File: config.mk
export PLATFORM = sky130hd
export DESIGN_NAME = ec_dec_renorm
export DESIGN_NICKNAME = d
export VERILOG_FILES = /design/src/rtl/ec_dec_renorm.sv
export SDC_FILE = /design/constraint.sdc
export NUM_CORES = 1
export LEC_CHECK = 0
export BUFFER_PORTS_ARGS = -buffer_cell sky130_fd_sc_hd__clkbuf_2
export CAP_MARGIN = 20
export CORE_ASPECT_RATIO = 0.6
export CORE_MARGIN = 2
export CORE_UTILIZATION = 30
export CTS_CLUSTER_SIZE = 24
export DETAILED_ROUTE_END_ITERATION = 10
export PLACE_DENSITY_LB_ADDON = 0.12
export SLEW_MARGIN = 20
export SYNTH_ARGS = -nofsm -noshare
export SYNTH_HDL_FRONTEND = slang
export SYNTH_SLANG_ARGS = --single-unit
export TNS_END_PERCENT = 30
File: constraint.sdc
create_clock -name clk_i -period 7.7 [get_ports clk_i]
set_clock_uncertainty 0.05 [all_clocks]
set_input_delay 0.385 -clock clk_i [delete_from_list [all_inputs] [get_ports clk_i]]
set_output_delay 0.385 -clock clk_i [all_outputs]
set_load 0.01 [all_outputs]
File: src/rtl/ec_dec_renorm.sv
// Decoder-side renormaliser for the AV1 entropy decoder: owns rng/dif/cnt,
// normalises after each symbol and refills dif one bitstream byte per cycle.
//
// state | meaning
// IDLE  | waiting for start after reset
// FILL  | pulling bytes into dif until cnt covers the window or stream ends
// READY | rng/dif normalised, waiting for the next post-symbol request
// NORM  | one-cycle left shift of rng/dif by the leading-zero count of rng
module ec_dec_renorm #(
    parameter int              WIN  = 32,
    parameter int              CNTW = 16,
    parameter logic [CNTW-1:0] LOTS = 16'h4000
) (
    input  logic           clk_i,
    input  logic           reset_i,
    input  logic           start_i,
    input  logic           req_valid_i,
    output logic           req_ready_o,
    input  logic [15:0]    req_rng_i,
    input  logic [WIN-1:0] req_dif_i,
    output logic           state_valid_o,
    output logic [15:0]    cur_rng_o,
    output logic [WIN-1:0] cur_dif_o,
    input  logic           bs_valid_i,
    output logic           bs_ready_o,
    input  logic [7:0]     bs_data_i,
    input  logic           bs_last_i,
    output logic           eos_o,
    output logic           err_o
);

    typedef enum logic [1:0] {IDLE, FILL, READY, NORM} state_t;

    localparam int                     WOFS     = WIN - 24;
    localparam logic signed [CNTW-1:0] WOFS_C   = CNTW'(WOFS);
    localparam logic [WIN-1:0]         DIF_INIT = {1'b0, {(WIN-1){1'b1}}};

    state_t                state_q;
    logic [15:0]           rng_q;
    logic [WIN-1:0]        dif_q;
    logic signed [CNTW-1:0] cnt_q;
    logic                  eos_q;
    logic                  err_q;

    logic                   fill_done;
    logic [5:0]             sh_amt;
    logic [WIN-1:0]         byte_sh;
    logic [3:0]             lz;
    logic [WIN-1:0]         dif_norm;
    logic signed [CNTW-1:0] cnt_norm;

    function automatic logic [3:0] lzc16(input logic [15:0] v);
        lzc16 = 4'd15;
        for (int i = 0; i < 16; i++) begin
            if (v[i]) lzc16 = 4'(15 - i);
        end
    endfunction

    // s = WIN-24-cnt; s<0 exactly when cnt exceeds WIN-24. When s>=0 it is
    // at most WIN-9, so its low six bits are the whole shift amount.
    always_comb begin
        fill_done = (cnt_q > WOFS_C);
        sh_amt    = 6'(WOFS) - cnt_q[5:0];
        byte_sh   = {{(WIN-8){1'b0}}, bs_data_i} << sh_amt;
        lz        = lzc16(rng_q);
        dif_norm  = ((dif_q + WIN'(1)) << lz) - WIN'(1);
        cnt_norm  = cnt_q - $signed({{(CNTW-4){1'b0}}, lz});
    end

    always_ff @(posedge clk_i) begin
        if (reset_i) begin
            state_q <= IDLE;
            rng_q   <= 16'h8000;
            dif_q   <= DIF_INIT;
            cnt_q   <= '0;
            eos_q   <= 1'b0;
            err_q   <= 1'b0;
        end else if (start_i) begin
            state_q <= FILL;
            rng_q   <= 16'h8000;
            dif_q   <= DIF_INIT;
            cnt_q   <= -CNTW'(15);
            eos_q   <= 1'b0;
            err_q   <= 1'b0;
        end else begin
            case (state_q)
                IDLE: ;
                FILL: begin
                    if (eos_q) begin
                        cnt_q   <= LOTS;
                        state_q <= READY;
                    end else if (fill_done) begin
                        state_q <= READY;
                    end else if (bs_valid_i) begin
                        dif_q <= dif_q ^ byte_sh;
                        if (bs_last_i) begin
                            eos_q <= 1'b1;
                            cnt_q <= LOTS;
                        end else begin
                            cnt_q <= cnt_q + CNTW'(8);
                        end
                    end
                end
                READY: begin
                    if (req_valid_i) begin
                        rng_q   <= req_rng_i;
                        dif_q   <= req_dif_i;
                        state_q <= NORM;
                    end
                end
                NORM: begin
                    if (rng_q == 16'h0000) begin
                        err_q   <= 1'b1;
                        state_q <= READY;
                    end else begin
                        rng_q   <= rng_q << lz;
                        dif_q   <= dif_norm;
                        cnt_q   <= cnt_norm;
                        state_q <= cnt_norm[CNTW-1] ? FILL : READY;
                    end
                end
                default: state_q <= IDLE;
            endcase
        end
    end

    assign state_valid_o = (state_q == READY);
    assign req_ready_o   = state_valid_o;
    assign bs_ready_o    = (state_q == FILL) && !eos_q && !fill_done;
    assign cur_rng_o     = rng_q;
    assign cur_dif_o     = dif_q;
    assign eos_o         = eos_q;
    assign err_o         = err_q;

endmodule

== Word level (Yosys, flattened, before mapping) ==
Cells that the tools add are included.
W data, S select, Z words.

* $add $sub $neg: 5
* Magnitude comparators: 1
* Mux-type cells: 42
* Reductions and logical operators: 18
* Bitwise logic cells: 1
* Shift operators: 3
* Equality and inequality tests: 16

{| class="wikitable"
|+ Operators by type and width
! kind !! number
|-
| $mux W32 || 5
|-
| $mux W16 || 8
|-
| $pmux W32 S3 || 1
|-
| $pmux W16 S2 || 2
|-
| $mux W4 || 14
|-
| $add A32 B1 Y32 const B || 1
|-
| $shl A32 B4 Y32 || 1
|-
| $shl A8 B6 Y32 || 1
|-
| $sub A32 B1 Y32 const B || 1
|-
| $xor A32 B32 Y32 || 1
|-
| $add A16 B5 Y16 const B || 1
|-
| $gt A16 B5 Y1 const B || 1
|-
| $logic_not A16 Y1 || 1
|-
| $shl A16 B4 Y16 || 1
|-
| $sub A16 B5 Y16 || 1
|-
| $ne A3 B3 Y1 const B || 5
|-
| $ne A4 B4 Y1 const B || 3
|-
| $mux W2 || 5
|-
| $ne A2 B2 Y1 const B || 5
|-
| $reduce_and A3 Y1 || 3
|-
| $reduce_and A4 Y1 || 2
|-
| $mux W1 || 6
|-
| $pmux W2 S3 || 1
|-
| $reduce_and A6 Y1 || 1
|-
| 10 further kinds || 15
|}

* Bits in registers: 68
* Bits of input ports: 62
* Output and inout bits: 53

== Depth between registers and ports, before layout ==
Gate-level depths: netlist (run 1).

* Word-level depth: 20
* Gate-level depth with buffers: 22

== Least setup slack after synthesis (run 1) ==
OpenSTA, ideal clock, no wires.

* Kind: reg2reg
* Start: register rng_q[11], in the netlist cur_rng_o[11]
* End: register cnt_q[13]
* Path slack: 2.903 ns
* Cell stages (with the launch flop): 20
* Period minus slack after synthesis: 4.797 ns
* Data required time: 7.572 ns
* Arrival time: 4.669 ns
* Path through: dfxtp_1 buf_2 nor2_1 o31ai_1 a21oi_1 clkinv_1 clkbuf_1 buf_1 clkbuf_1 clkbuf_1 ha_1 a21o_1 a21o_1 a211o_1 or4_1 nor4_1 a2111oi_0 a21oi_1 nor2_1 nor3_1

* Cells in the longest elaborated chain, start to end: 9

{| class="wikitable"
|+ RTL lines
! element !! RTL line !! RTL
|-
| start, declared || 39 || <nowiki>logic [15:0] rng_q;</nowiki>
|-
| start signal, assigned || 106 || <nowiki>rng_q <= req_rng_i;</nowiki>
|-
| start signal, assigned || 116 || <nowiki>rng_q <= rng_q << lz;</nowiki>
|-
| $mux W4 (5 in series) || 55 || <nowiki>if (v[i]) lzc16 = 4'(15 - i);</nowiki>
|-
| $sub A16 B5 Y16 || 67 || <nowiki>cnt_norm = cnt_q - $signed({{(CNTW-4){1'b0}}, lz});</nowiki>
|-
| $mux W16 || 112 || <nowiki>if (rng_q == 16'h0000) begin</nowiki>
|-
| $pmux W16 S2 || 86 || <nowiki>case (state_q)</nowiki>
|-
| $mux W16 || 78 || <nowiki>end else if (start_i) begin</nowiki>
|-
| end signal, assigned || 82 || <nowiki>cnt_q <= -CNTW'(15);</nowiki>
|-
| end signal, assigned || 100 || <nowiki>cnt_q <= cnt_q + CNTW'(8);</nowiki>
|-
| end signal, assigned || 118 || <nowiki>cnt_q <= cnt_norm;</nowiki>
|-
| end, declared || 41 || <nowiki>logic signed [CNTW-1:0] cnt_q;</nowiki>
|}

Parallel ways exist; a longest one is shown, timed or not. The select of a mux whose other input is x is not followed.
A chain may end at the register's enable or synchronous reset.

== Worst setup path in the final report (run 1) ==
* Start: register dif_q[0], in the netlist cur_dif_o[0]
* End: register dif_q[31], in the netlist cur_dif_o[31]

* Cells in the longest elaborated chain, start to end: 5

{| class="wikitable"
|+ RTL lines
! element !! RTL line !! RTL
|-
| start, declared || 40 || <nowiki>logic [WIN-1:0] dif_q;</nowiki>
|-
| start signal, assigned || 95 || <nowiki>dif_q <= dif_q ^ byte_sh;</nowiki>
|-
| start signal, assigned || 107 || <nowiki>dif_q <= req_dif_i;</nowiki>
|-
| start signal, assigned || 117 || <nowiki>dif_q <= dif_norm;</nowiki>
|-
| $add A32 B1 Y32 || 66 || <nowiki>dif_norm = ((dif_q + WIN'(1)) << lz) - WIN'(1);</nowiki>
|-
| $shl A32 B4 Y32 || 66 ||
|-
| $sub A32 B1 Y32 || 66 ||
|-
| $mux W32 || 112 ||
|-
| $pmux W32 S3 || 86 ||
|}

Every way passes these cells. The select of a mux whose other input is x is not followed.

==> out/metrics.json, run 1 <==
{
  "floorplan": {
    "die_width_um": 232,
    "chipHeight_um": 141,
    "initial_core_util_pct": 30.3,
    "top_ports": 115,
    "fp.coreArea_mm2": 0.0309,
    "fp.dieArea_mm2": 0.0327,
    "rows": 50
  },
  "critical_path": {
    "critPathLaunchType": "flip-flop",
    "setup.worst_path.end_class": "flip-flop",
    "path_max_fanout": 15,
    "crit_chain": "ha_1 -> nand4_1 -> nor4_4 -> nor2_1 -> a22o_1 -> a2111oi_2 -> nor3_1 -> nor4_4 -> o311ai_1 -> or4b_4 -> nor4_2 -> mux2i_1 -> a31oi_1",
    "critical_path.n_buffers_inverters": 0,
    "crit_family": "simple AND/OR/NAND/NOR gates",
    "critPathSlowestCell": "sky130_fd_sc_hd__nor4_4",
    "crit_type": "flip-flop to flip-flop",
    "crit_required_ps": 7880,
    "critical_path_arrival_ps": 5830,
    "worst_path_most_repeated_cell": "sky130_fd_sc_hd__nor4_4",
    "cp_slowest_stage_delay_ps": 790
  },
  "routing": {
    "detailroute.via_count": 11500,
    "antenna_violating_nets_post_route": 0,
    "drtIter0Drc": 1325,
    "drc_errors": 0,
    "drt_via_density": 6.27,
    "routed_wirelength_um": 43500,
    "drt_pass1_iterations": 6,
    "per_cell_routed_wire_length_um": 23.7
  },
  "logic_synthesis": {
    "synth-edff-count": 0,
    "synth.yosys.warnings": 0,
    "synth-compound-area-share_pct": 34.2,
    "synthArstFlopShare_pct": 0,
    "synth_area_leaders": "sky130_fd_sc_hd__dfxtp_1 (15%), sky130_fd_sc_hd__nor2_1 (6.2%), sky130_fd_sc_hd__a21oi_1 (5.8%)",
    "syn_avg_cell_area_um2": 6.74,
    "synth_top_flop_cell": "sky130_fd_sc_hd__dfxtp_1",
    "synthSimpleGateAreaFrac_pct": 29.8,
    "mux_cell_area_share_after_synthesis_pct": 7.27,
    "post-synth-top-area-cell": "sky130_fd_sc_hd__dfxtp_1",
    "netlist_area_mm2": 0.00936,
    "synth-xor-area-share_pct": 5.71,
    "postSynthNetCount": 1461,
    "yosysUniqueCellTypes": 93,
    "largest_family_of_logic_cells_by_synthesized_area": "compound AO/OA/AOI/OAI gates",
    "arithmetic_cell_share_of_the_synthesized_area_counting_full_adders_half_adders_and_majority_gates_pct": 1.55,
    "yosys-top-cells-count": "sky130_fd_sc_hd__nor2_1 (155), sky130_fd_sc_hd__nand2_1 (128), sky130_fd_sc_hd__a21oi_1 (108), sky130_fd_sc_hd__o21ai_0 (85), sky130_fd_sc_hd__clkbuf_1 (81)",
    "gate_count_of_the_mapped_netlist": 1388,
    "synth.top_cell.area_share_pct": 14.5,
    "flop_and_latch_count_out_of_synthesis": 68,
    "synthMostInstantiatedCell": "sky130_fd_sc_hd__nor2_1",
    "synth-seq-area-share_pct": 14.5
  },
  "global_routing": {
    "grt_start_max_net_pins": 81,
    "overflow": 0,
    "grt_antenna_before_repair": 0,
    "grt_pass1_wl_um": 65400,
    "grt_pass1_vias": 10200,
    "grt_usage_pct": 26.2
  },
  "clocking": {
    "postCtsHoldBufs": 0,
    "cts.clk_slew.worst_paths_ps": 70,
    "postCtsResizedCells": 0,
    "cts_root_buffer": "sky130_fd_sc_hd__clkbuf_16",
    "clock_path_buffers": 2,
    "worstSkewPairLatency_ps": 370,
    "cts.sinks": 68,
    "cts_buffers": 9,
    "cts_max_level": 3,
    "postCtsSetupRepairBufs": 0,
    "cts_tree": "done"
  },
  "timing": {
    "final.setup.tns_ps": 0,
    "setup_viol": 0,
    "finalWorstPathRequiredPeriod_ps": 5650,
    "count_of_final_hold_check_violations": 0,
    "worst_slew_margin_rel_pct": 22.0,
    "fmaxAchievable_ghz": 0.177,
    "timing.final.crit_share_pct": 73.3,
    "layout_setup_ws_ps": 2050,
    "slew_violations": 0,
    "worst_slew_pin_slew_ps": 1160,
    "grt_setup_unrepaired": "no"
  },
  "place": {
    "gp_routability_congestion": 0.909,
    "dp_slack_ps": 2210,
    "dp.final_hpwl_um": 33300,
    "port-buffer-count": 114
  },
  "power_and_ir_drop": {
    "leakage_nw": 3.99,
    "power-per-cell-area_mw_per_mm2": 146,
    "irDropWorstVdd_mv": 0.111
  },
  "cells_and_area": {
    "final_layout_size_suffix_gt1_share_pct": 14.3,
    "final.fill_count": 3419,
    "nNetsFinal": 1484,
    "layout-area-overhead-vs-synth_pct": 11.8,
    "layout.core_utilization_pct": 33.8
  },
  "run": {
    "max_cap_violation_count": 0
  },
  "hold_path": {
    "worst_hold_path_type": "input port to flip-flop"
  },
  "status": {
    "status": "complete, no violations"
  }
}
-- registers in the layout, indices dropped and copies added (netlist names) --
| register | count |
|---|---|
| err_o | 1 |
| eos_o | 1 |
| cur_dif_o | 32 |
| cur_rng_o | 16 |
| cnt_q | 16 |
| state_q | 2 |
-- worst register-to-register path, stage by stage (launching register included) --
cell                        delay [ps]
sky130_fd_sc_hd__dfxtp_1           720
sky130_fd_sc_hd__ha_1              380
sky130_fd_sc_hd__nand4_1           530
sky130_fd_sc_hd__nor4_4            790
sky130_fd_sc_hd__nor2_1            250
sky130_fd_sc_hd__a22o_1            270
sky130_fd_sc_hd__a2111oi_2         550
sky130_fd_sc_hd__nor3_1            150
sky130_fd_sc_hd__nor4_4            390
sky130_fd_sc_hd__o311ai_1          190
sky130_fd_sc_hd__or4b_4            590
sky130_fd_sc_hd__nor4_2            320
sky130_fd_sc_hd__mux2i_1           230
sky130_fd_sc_hd__a31oi_1            90
-- layer usage --
layer | vias up | routed length (um) | GRT usage [%]
li1 | 5318 | - | -
met1 | 5521 | 21700 | 41.0
met4 | 0 | 522 | 5.16
met5 | - | 0 | 0
met2 | 611 | 16900 | 34.8
met3 | 38 | 4280 | 6.74
-- power by group --
part           internal, W  total, W  switching, W
clock             0.000293  0.000485      0.000192
sequential        0.000361  0.000382     0.0000218
combinational     0.000245  0.000662      0.000416
-- final timing paths --
| path | from | end | slack (ps) | depth (start not counted) |
|---|---|---|---|---|
| hold reg to reg | err_o | err_o | 430 | 2 |
| hold / removal | req_rng_i[15] | cur_rng_o[15] | 240 | 3 |
| setup reg to reg | cur_dif_o[0] | cur_dif_o[31] | 2050 | 13 |
| setup / recovery | cur_dif_o[0] | cur_dif_o[31] | 2050 | 13 |
-- cells in the final DEF, fill, tap and decap left out, drive strengths merged, types with 7 or more instances in the layout --
master and count:
a2111oi 11, a211oi 32, a21o 12, a21oi 109, a221oi 17, a22oi 17
a31oi 29, a32oi 8, and2 16, and3 17, buf 27, clkbuf 124
clkinv 7, dfxtp 68, ha 10, inv 22, mux2 14, mux2i 50
nand2 129, nand2b 13, nand3 59, nand4 17, nor2 155, nor2b 8
nor3 70, nor4 32, o211ai 16, o21ai 88, o221ai 10, o22ai 24
o31a 7, o31ai 8, o32ai 8, or3 10, or4 11, xnor2 44
xor2 17
-- area by class of cell --
class	instances	area, um^2	share of cell area, %
timing repair buffer	141	773	7.39
antenna	1	2.50	0.0239
tap	416	520	4.98
inverter	25	93.8	0.897
clock buffer	10	239	2.29
multi-input combinational	1166	7380	70.6
clock inverter	6	87.6	0.838
sequential	68	1360	13.0
-- per-stage QoR --
stage	hold slack, ps	std cells	cell area (um^2)	power (W)
detailed placement	419	1816	10100	0.00103
finish	238	1833	10500	0.00153
CTS	230	1832	10500	0.00152
global placement	401	1816	10100	0.00103
global route	242	1832	10500	0.00161
floorplan	404	1388	9360	0.000849
-- cell families after synthesis --
logic type               count (synthesis)
AND/OR/NAND/NOR                        563
buffers and inverters                  154
XOR/XNOR                                61
AO/OA/AOI/OAI                          466
flip-flops                              68
multiplexers                            65
adder cells (fa/ha/maj)                 11
Note: power is estimated with default switching activity, not from simulation.
==> inputs of run 2 (changes only) <==
clock period = 5.7 ns   (was 7.7 ns; I/O delays follow)
==> run 2 against run 1 <==
Sequential power is 36% higher. Utilization rose by 0.33 points. Worst setup slack got worse by 1600 ps. Total power grew 36%. Register-to-register slack lost 1600 ps. Sequential share of layout area decreased by 0.12 points. Clock power increased by 34%. Critical endpoint unchanged. Largest cell class unchanged. Largest power group unchanged. Highest routed layer unchanged.
==> out/metrics.json, run 2 (synthesis results as in run 1) <==
{
  "critical_path": {
    "setup.worst_path.start": {"value": "cur_rng_o[12]", "change": "was cur_dif_o[0]"},
    "critical_path_arrival": {"value": 5380, "unit": "ps", "change": "was 5830 ps"},
    "r2r_slack": {"value": 500, "unit": "ps", "change": "was 2050 ps"},
    "critPathLaunchType": {"value": "flip-flop", "change": "unchanged"},
    "rr_endpoint": {"value": "cur_dif_o[31]", "change": "unchanged"},
    "crit_chain": {"value": "nor2_1 -> a211oi_1 -> a31oi_4 -> inv_2 -> buf_4 -> mux2i_1 -> o2bb2ai_1 -> nor2_1 -> nor4_4 -> o311ai_1 -> or4b_4 -> nor4_2 -> mux2i_1 -> a31oi_1", "change": "was ha_1 -> nand4_1 -> nor4_4 -> nor2_1 -> a22o_1 -> a2111oi_2 -> nor3_1 -> nor4_4 -> o311ai_1 -> or4b_4 -> nor4_2 -> mux2i_1 -> a31oi_1"},
    "launch_point_of_the_worst_reg_to_reg_path": {"value": "cur_rng_o[12]", "change": "was cur_dif_o[0]"},
    "critical_path.n_buffers_inverters": {"value": 2, "change": "was 0"},
    "crit_family": {"value": "simple AND/OR/NAND/NOR gates", "change": "unchanged"},
    "worstRegToRegCells": {"value": 14, "change": "was 13"},
    "crit_required": {"value": 5880, "unit": "ps", "change": "was 7880 ps"},
    "setup.worst_path.end_class": {"value": "flip-flop", "change": "unchanged"},
    "critPathSlowestCell": {"value": "sky130_fd_sc_hd__a211oi_1", "change": "was sky130_fd_sc_hd__nor4_4"},
    "path_max_fanout": {"value": 21, "change": "was 15"},
    "cp_slowest_stage_delay": {"value": 690, "unit": "ps", "change": "was 790 ps"},
    "crit_type": {"value": "flip-flop to flip-flop", "change": "unchanged"}
  },
  "clocking": {
    "cts.clk_slew.worst_paths": {"value": 60, "unit": "ps", "change": "was 70 ps"},
    "cts.sinks": {"value": 68, "change": "unchanged"},
    "cts_root_buffer": {"value": "sky130_fd_sc_hd__clkbuf_16", "change": "unchanged"},
    "worstSkewPairLatency": {"value": 360, "unit": "ps", "change": "was 370 ps"},
    "postCtsSetupRepairBufs": {"value": 0, "change": "unchanged"},
    "cts_buffers": {"value": 9, "change": "unchanged"},
    "postCtsHoldBufs": {"value": 0, "change": "unchanged"},
    "clock_path_buffers": {"value": 2, "change": "unchanged"},
    "cts_tree": {"value": "done", "change": "unchanged"},
    "postCtsResizedCells": {"value": 0, "change": "unchanged"},
    "cts_max_level": {"value": 3, "change": "unchanged"}
  },
  "global_routing": {
    "overflow": {"value": 0, "change": "unchanged"},
    "grt_start_max_net_pins": {"value": 81, "change": "unchanged"},
    "grt_pass1_wl": {"value": 66600, "unit": "um", "change": "was 65400 um"},
    "grt_pass1_vias": {"value": 10200, "change": "about the same"},
    "grt_usage": {"value": 26.8, "unit": "%", "change": "was 26.2%"},
    "grt_antenna_before_repair": {"value": 0, "change": "unchanged"}
  },
  "timing": {
    "finalWorstPathRequiredPeriod": {"value": 5200, "unit": "ps", "change": "was 5650 ps"},
    "layout_setup_ws": {"value": 501, "unit": "ps", "change": "was 2050 ps"},
    "setup_viol": {"value": 0, "change": "unchanged"},
    "slew_violations": {"value": 0, "change": "unchanged"},
    "worst_slew_margin_rel": {"value": 18.4, "unit": "%", "change": "was 22.0%"},
    "fmaxAchievable": {"value": 0.192, "unit": "GHz", "change": "was 0.177 GHz"},
    "final.setup.tns": {"value": 0, "unit": "ps", "change": "unchanged"},
    "count_of_final_hold_check_violations": {"value": 0, "change": "unchanged"},
    "timing.final.crit_share": {"value": 91.2, "unit": "%", "change": "was 73.3%"},
    "grt_setup_unrepaired": {"value": "no", "change": "unchanged"},
    "worst_slew_pin_slew": {"value": 1210, "unit": "ps", "change": "was 1160 ps"}
  },
  "hold_path": {
    "worst_hold_path_type": {"value": "input port to flip-flop", "change": "unchanged"},
    "worst_hold_path.endpoint": {"value": "cur_dif_o[20]", "change": "was cur_rng_o[15]"},
    "min_path_cells": {"value": 3, "change": "unchanged"},
    "hold_path_startpoint": {"value": "req_dif_i[20]", "change": "was req_rng_i[15]"}
  },
  "routing": {
    "drtIter0Drc": {"value": 1580, "change": "was 1325"},
    "routed_wirelength": {"value": 44400, "unit": "um", "change": "was 43500 um"},
    "antenna_violating_nets_post_route": {"value": 0, "change": "unchanged"},
    "detailroute.via_count": {"value": 11400, "change": "was 11500"},
    "per_cell_routed_wire_length": {"value": 24.1, "unit": "um", "change": "was 23.7 um"},
    "drc_errors": {"value": 0, "change": "unchanged"},
    "drt_via_density": {"value": 6.21, "change": "was 6.27"},
    "drt_pass1_iterations": {"value": 5, "change": "was 6"}
  },
  "cells_and_area": {
    "antenna_cells_inserted": {"value": 0, "change": "was 1"},
    "final.fill_count": {"value": 3418, "change": "was 3419"},
    "final_common_cell": {"value": "sky130_fd_sc_hd__nor2_1", "change": "unchanged"},
    "mostFrequentLayoutCells": {"value": "sky130_fd_sc_hd__nor2_1 (153), sky130_fd_sc_hd__nand2_1 (128), sky130_fd_sc_hd__clkbuf_2 (114)", "change": "unchanged"},
    "largest_register_ffs": {"value": 32, "change": "unchanged"},
    "layout.core_utilization": {"value": 34.2, "unit": "%", "change": "was 33.8%"},
    "nNetsFinal": {"value": 1495, "change": "was 1484"},
    "multiInputGateArea": {"value": 0.00738, "unit": "mm^2", "change": "unchanged"},
    "layout-area-overhead-vs-synth": {"value": 12.8, "unit": "%", "change": "was 11.8%"},
    "final_layout_size_suffix_gt1_share": {"value": 14.9, "unit": "%", "change": "was 14.3%"},
    "layout.area.seq": {"value": 0.00136, "unit": "mm^2", "change": "unchanged"}
  },
  "floorplan": {
    "rows": {"value": 50, "change": "unchanged"},
    "initial_core_util": {"value": 30.3, "unit": "%", "change": "unchanged"},
    "fp.coreArea": {"value": 0.0309, "unit": "mm^2", "change": "unchanged"},
    "die_width": {"value": 232, "unit": "um", "change": "unchanged"},
    "fp.dieArea": {"value": 0.0327, "unit": "mm^2", "change": "unchanged"},
    "top_ports": {"value": 115, "change": "unchanged"},
    "chipHeight": {"value": 141, "unit": "um", "change": "unchanged"}
  },
  "place": {
    "dp_slack": {"value": 619, "unit": "ps", "change": "was 2210 ps"},
    "dp.final_hpwl": {"value": 34200, "unit": "um", "change": "was 33300 um"},
    "port-buffer-count": {"value": 114, "change": "unchanged"},
    "gp_routability_congestion": {"value": 0.919, "change": "was 0.909"}
  },
  "power_and_ir_drop": {
    "power-per-cell-area": {"value": 197, "unit": "mW/mm^2", "change": "was 146 mW/mm^2"},
    "leakage": {"value": 4.05, "unit": "nW", "change": "was 3.99 nW"},
    "irDropWorstVdd": {"value": 0.110, "unit": "mV", "change": "was 0.111 mV"}
  },
  "run": {
    "max_cap_violation_count": {"value": 0, "change": "unchanged"}
  },
  "status": {
    "status": {"value": "complete, no violations", "change": "unchanged"}
  }
}
## run 2: routing by layer
metal	track usage (%)	routed length [um]	share of wire, %	up-vias
li1	-	-	-	5337
met5	0	0	0	-
met3	6.74	4780	11	39
met2	35.5	17000	38	609
met1	42.4	22000	50	5461
met4	4.42	509	1.1	0
## run 2: worst max path at each step
stage | end | cells after the start
finish | cur_dif_o[31] | 14
global route | cur_dif_o[28] | 14
CTS | cur_dif_o[31] | 14
detailed placement | cur_dif_o[31] | 14
global placement | cur_dif_o[31] | 14
floorplan | cnt_q[13] | 19
## run 2: where the power goes
| part | switching [W] | total (W) | internal, W | leakage [nW] |
|---|---|---|---|---|
| sequential | 0.0000306 | 0.000518 | 0.000487 | 0.554 |
| clock | 0.000235 | 0.000652 | 0.000417 | 0.165 |
| combinational | 0.000571 | 0.000906 | 0.000336 | 3.33 |
## run 2: per-stage QoR
step | cells | hold WS [ps] | power, W | cell area (um^2)
2_1_floorplan | 1388 | 304 | 0.00115 | 9360
3_3_place_gp | 1827 | 400 | 0.00141 | 10200
3_5_place_dp | 1827 | 420 | 0.00141 | 10200
4_1_cts | 1842 | 149 | 0.00207 | 10600
5_1_grt | 1842 | 166 | 0.00219 | 10600
6_report | 1842 | 162 | 0.00208 | 10600
## run 2: worst min-delay path, cell delays in order
cell and delay (ps):
sky130_fd_sc_hd__clkbuf_2 90, sky130_fd_sc_hd__a221oi_1 80, sky130_fd_sc_hd__nor2_1 80
## run 2: area by class of cell
type / instances / area share (%)
Tap cell: 416 / 4.93
Clock inverter: 3 / 0.652
Clock buffer: 12 / 2.52
Timing Repair Buffer: 152 / 8.22
Multi-Input combinational cell: 1166 / 69.9
Inverter: 25 / 0.889
Sequential cell: 68 / 12.9
==> inputs of run 3 (changes only) <==
CORE_MARGIN = 4   (was 2)
clock period = 5.1 ns   (was 5.7 ns; I/O delays follow)
==> run 3 against run 2 <==
Design area grew 1.2%. Global-route usage shrank 0.83 points. Die area grew 4.6%. Maximum frequency grew 9.5%. Final cell count grew 0.65%. Critical path depth shrank 2. Clock power grew 4.1%. Sequential share of layout area shrank 0.15 points. Critical endpoint is now cur_dif_o[27]. Largest cell class unchanged. Highest routed layer unchanged.
==> out/metrics.json, run 3 (synthesis results as in run 1) <==
{
  "status": {
    "status": {"value": "complete, no violations", "change": "unchanged"}
  },
  "timing": {
    "setup_viol": {"value": 0, "change": "unchanged"},
    "fmaxAchievable": {"value": 0.211, "unit": "GHz", "change": "was 0.192 GHz"},
    "slew_violations": {"value": 0, "change": "unchanged"},
    "count_of_final_hold_check_violations": {"value": 0, "change": "unchanged"},
    "final.setup.tns": {"value": 0, "unit": "ps", "change": "unchanged"},
    "finalWorstPathRequiredPeriod": {"value": 4750, "unit": "ps", "change": "was 5200 ps"},
    "worst_hold_slack": {"value": 126, "unit": "ps", "change": "was 162 ps"},
    "grt_setup_unrepaired": {"value": "no", "change": "unchanged"},
    "worst_slew_margin_rel": {"value": 32.3, "unit": "%", "change": "was 18.4%"},
    "timing.final.crit_share": {"value": 93.1, "unit": "%", "change": "was 91.2%"},
    "worst_slew_pin_slew": {"value": 1010, "unit": "ps", "change": "was 1210 ps"}
  },
  "floorplan": {
    "chipHeight": {"value": 145, "unit": "um", "change": "was 141 um"},
    "die_width": {"value": 236, "unit": "um", "change": "was 232 um"},
    "initial_core_util": {"value": 30.8, "unit": "%", "change": "was 30.3%"},
    "top_ports": {"value": 115, "change": "unchanged"},
    "fp.dieArea": {"value": 0.0342, "unit": "mm^2", "change": "was 0.0327 mm^2"},
    "fp.coreArea": {"value": 0.0303, "unit": "mm^2", "change": "was 0.0309 mm^2"},
    "rows": {"value": 49, "change": "was 50"}
  },
  "critical_path": {
    "path_max_fanout": {"value": 8, "change": "was 21"},
    "critPathLaunchType": {"value": "flip-flop", "change": "unchanged"},
    "critPathSlowestCell": {"value": "sky130_fd_sc_hd__or4_1", "change": "was sky130_fd_sc_hd__a211oi_1"},
    "setup.worst_path.end_class": {"value": "flip-flop", "change": "unchanged"},
    "crit_type": {"value": "flip-flop to flip-flop", "change": "unchanged"},
    "critical_path_arrival": {"value": 4950, "unit": "ps", "change": "was 5380 ps"},
    "crit_required": {"value": 5300, "unit": "ps", "change": "was 5880 ps"},
    "crit_chain": {"value": "nand3_1 -> or4_1 -> nor3_1 -> xnor2_1 -> a21oi_1 -> a21oi_1 -> o221ai_1 -> o22a_1 -> or4b_4 -> nor4_1 -> nor4_1 -> a211o_1", "change": "was nor2_1 -> a211oi_1 -> a31oi_4 -> inv_2 -> buf_4 -> mux2i_1 -> o2bb2ai_1 -> nor2_1 -> nor4_4 -> o311ai_1 -> or4b_4 -> nor4_2 -> mux2i_1 -> a31oi_1"},
    "cp_slowest_stage_delay": {"value": 780, "unit": "ps", "change": "was 690 ps"}
  },
  "cells_and_area": {
    "largest_register_ffs": {"value": 32, "change": "unchanged"},
    "layout-area-overhead-vs-synth": {"value": 14.2, "unit": "%", "change": "was 12.8%"},
    "final_design_area_no_fill": {"value": 0.0107, "unit": "mm^2", "change": "was 0.0106 mm^2"},
    "mostFrequentLayoutCells": {"value": "sky130_fd_sc_hd__nor2_1 (153), sky130_fd_sc_hd__nand2_1 (128), sky130_fd_sc_hd__clkbuf_2 (114)", "change": "unchanged"},
    "nNetsFinal": {"value": 1514, "change": "was 1495"},
    "final.fill_count": {"value": 3344, "change": "was 3418"},
    "post_layout_nonfiller_instances": {"value": 1854, "change": "was 1842"},
    "final_layout_size_suffix_gt1_share": {"value": 16.2, "unit": "%", "change": "was 14.9%"},
    "final_common_cell": {"value": "sky130_fd_sc_hd__nor2_1", "change": "unchanged"},
    "antenna_cells_inserted": {"value": 0, "change": "unchanged"}
  },
  "global_routing": {
    "grt_pass1_vias": {"value": 10500, "change": "was 10200"},
    "overflow": {"value": 0, "change": "unchanged"},
    "grt_start_max_net_pins": {"value": 81, "change": "unchanged"},
    "grt_pass1_wl": {"value": 68400, "unit": "um", "change": "was 66600 um"},
    "grt_antenna_before_repair": {"value": 0, "change": "unchanged"},
    "grt_usage": {"value": 25.9, "unit": "%", "change": "was 26.8%"}
  },
  "routing": {
    "drt_via_density": {"value": 6.27, "change": "was 6.21"},
    "antenna_violating_nets_post_route": {"value": 0, "change": "unchanged"},
    "drc_errors": {"value": 0, "change": "unchanged"},
    "drt_pass1_iterations": {"value": 5, "change": "unchanged"},
    "detailroute.via_count": {"value": 11600, "change": "was 11400"},
    "routed_wirelength": {"value": 46000, "unit": "um", "change": "was 44400 um"},
    "per_cell_routed_wire_length": {"value": 24.8, "unit": "um", "change": "was 24.1 um"},
    "drtIter0Drc": {"value": 1547, "change": "was 1580"}
  },
  "clocking": {
    "cts_max_level": {"value": 3, "change": "unchanged"},
    "cts.sinks": {"value": 68, "change": "unchanged"},
    "cts.clk_slew.worst_paths": {"value": 60, "unit": "ps", "change": "about the same"},
    "cts_root_buffer": {"value": "sky130_fd_sc_hd__clkbuf_16", "change": "unchanged"},
    "postCtsSetupRepairBufs": {"value": 0, "change": "unchanged"},
    "cts_buffers": {"value": 9, "change": "unchanged"},
    "cts_tree": {"value": "done", "change": "unchanged"},
    "worstSkewPairLatency": {"value": 370, "unit": "ps", "change": "was 360 ps"},
    "clock_path_buffers": {"value": 2, "change": "unchanged"}
  },
  "power_and_ir_drop": {
    "leakage": {"value": 4.14, "unit": "nW", "change": "was 4.05 nW"},
    "power-per-cell-area": {"value": 215, "unit": "mW/mm^2", "change": "was 197 mW/mm^2"},
    "irDropWorstVdd": {"value": 0.137, "unit": "mV", "change": "was 0.110 mV"}
  },
  "place": {
    "placed_cells_incl_taps": {"value": 1838, "change": "was 1827"},
    "dp.final_hpwl": {"value": 35800, "unit": "um", "change": "was 34200 um"},
    "port-buffer-count": {"value": 114, "change": "unchanged"},
    "gp_routability_congestion": {"value": 0.932, "change": "was 0.919"},
    "place_area": {"value": 0.0104, "unit": "mm^2", "change": "was 0.0102 mm^2"}
  },
  "hold_path": {
    "worst_hold_path_type": {"value": "input port to flip-flop", "change": "unchanged"}
  },
  "run": {
    "max_cap_violation_count": {"value": 0, "change": "unchanged"}
  }
}
[run 3: area by class of cell]
type	instances	area, um^2	area share, %
clock buffer	12	256	2.40
tap	408	510	4.78
multi-input combinational	1166	7390	69.2
sequential	68	1360	12.7
clock inverter	4	47.5	0.445
inverter	25	93.8	0.878
timing repair buffer	171	1020	9.58
[run 3: worst max-delay path, delay by kind of cell (launching register included)]
kind            cells  cell delay (ps)
xor+xnor            1              300
flops               1              550
simple gates        6             2490
compound gates      5             1230
[run 3: path summary, 6_finish.rpt]
| check | startpoint | to | slack (ps) | cells after the start |
|---|---|---|---|---|
| max reg2reg | cur_dif_o[4] | cur_dif_o[27] | 350 | 12 |
| min reg2reg | err_o | err_o | 450 | 2 |
| max | cur_dif_o[4] | cur_dif_o[27] | 350 | 12 |
| min | req_dif_i[20] | cur_dif_o[20] | 130 | 3 |
[run 3: where the power goes]
| part | switching (W) | leakage [nW] | total, W | internal (W) |
|---|---|---|---|---|
| clock network | 0.000275 | 0.149 | 0.000679 | 0.000404 |
| logic | 0.000664 | 3.43 | 0.00104 | 0.000380 |
| registers | 0.0000328 | 0.554 | 0.000577 | 0.000545 |
| total | 0.000971 | 4.14 | 0.00230 | 0.00133 |
[run 3: timing repair]
item / CTS / global route
setup endpoints to repair: 0 / 1
resized for setup: 0 / 1
hold buffers: 0 / 0
[run 3: routing by layer]
metal	vias to the layer above	share of wire [%]	GRT usage, %
met5	-	0	0
met4	0	1.3	4.51
met3	40	13	8.75
met2	669	38	35.4
met1	5540	48	39.3
li1	5375	-	-
[run 3: through the flow]
stage                     setup slack (ps)  utilization, %  power [W]
after floorplan                        303               -    0.00128
after global placement                 342            34.2    0.00160
after detailed placement               358            34.2    0.00160
after CTS                              330            35.2    0.00228
after global routing                  39.0            35.2    0.00241
final                                  354            35.2    0.00230
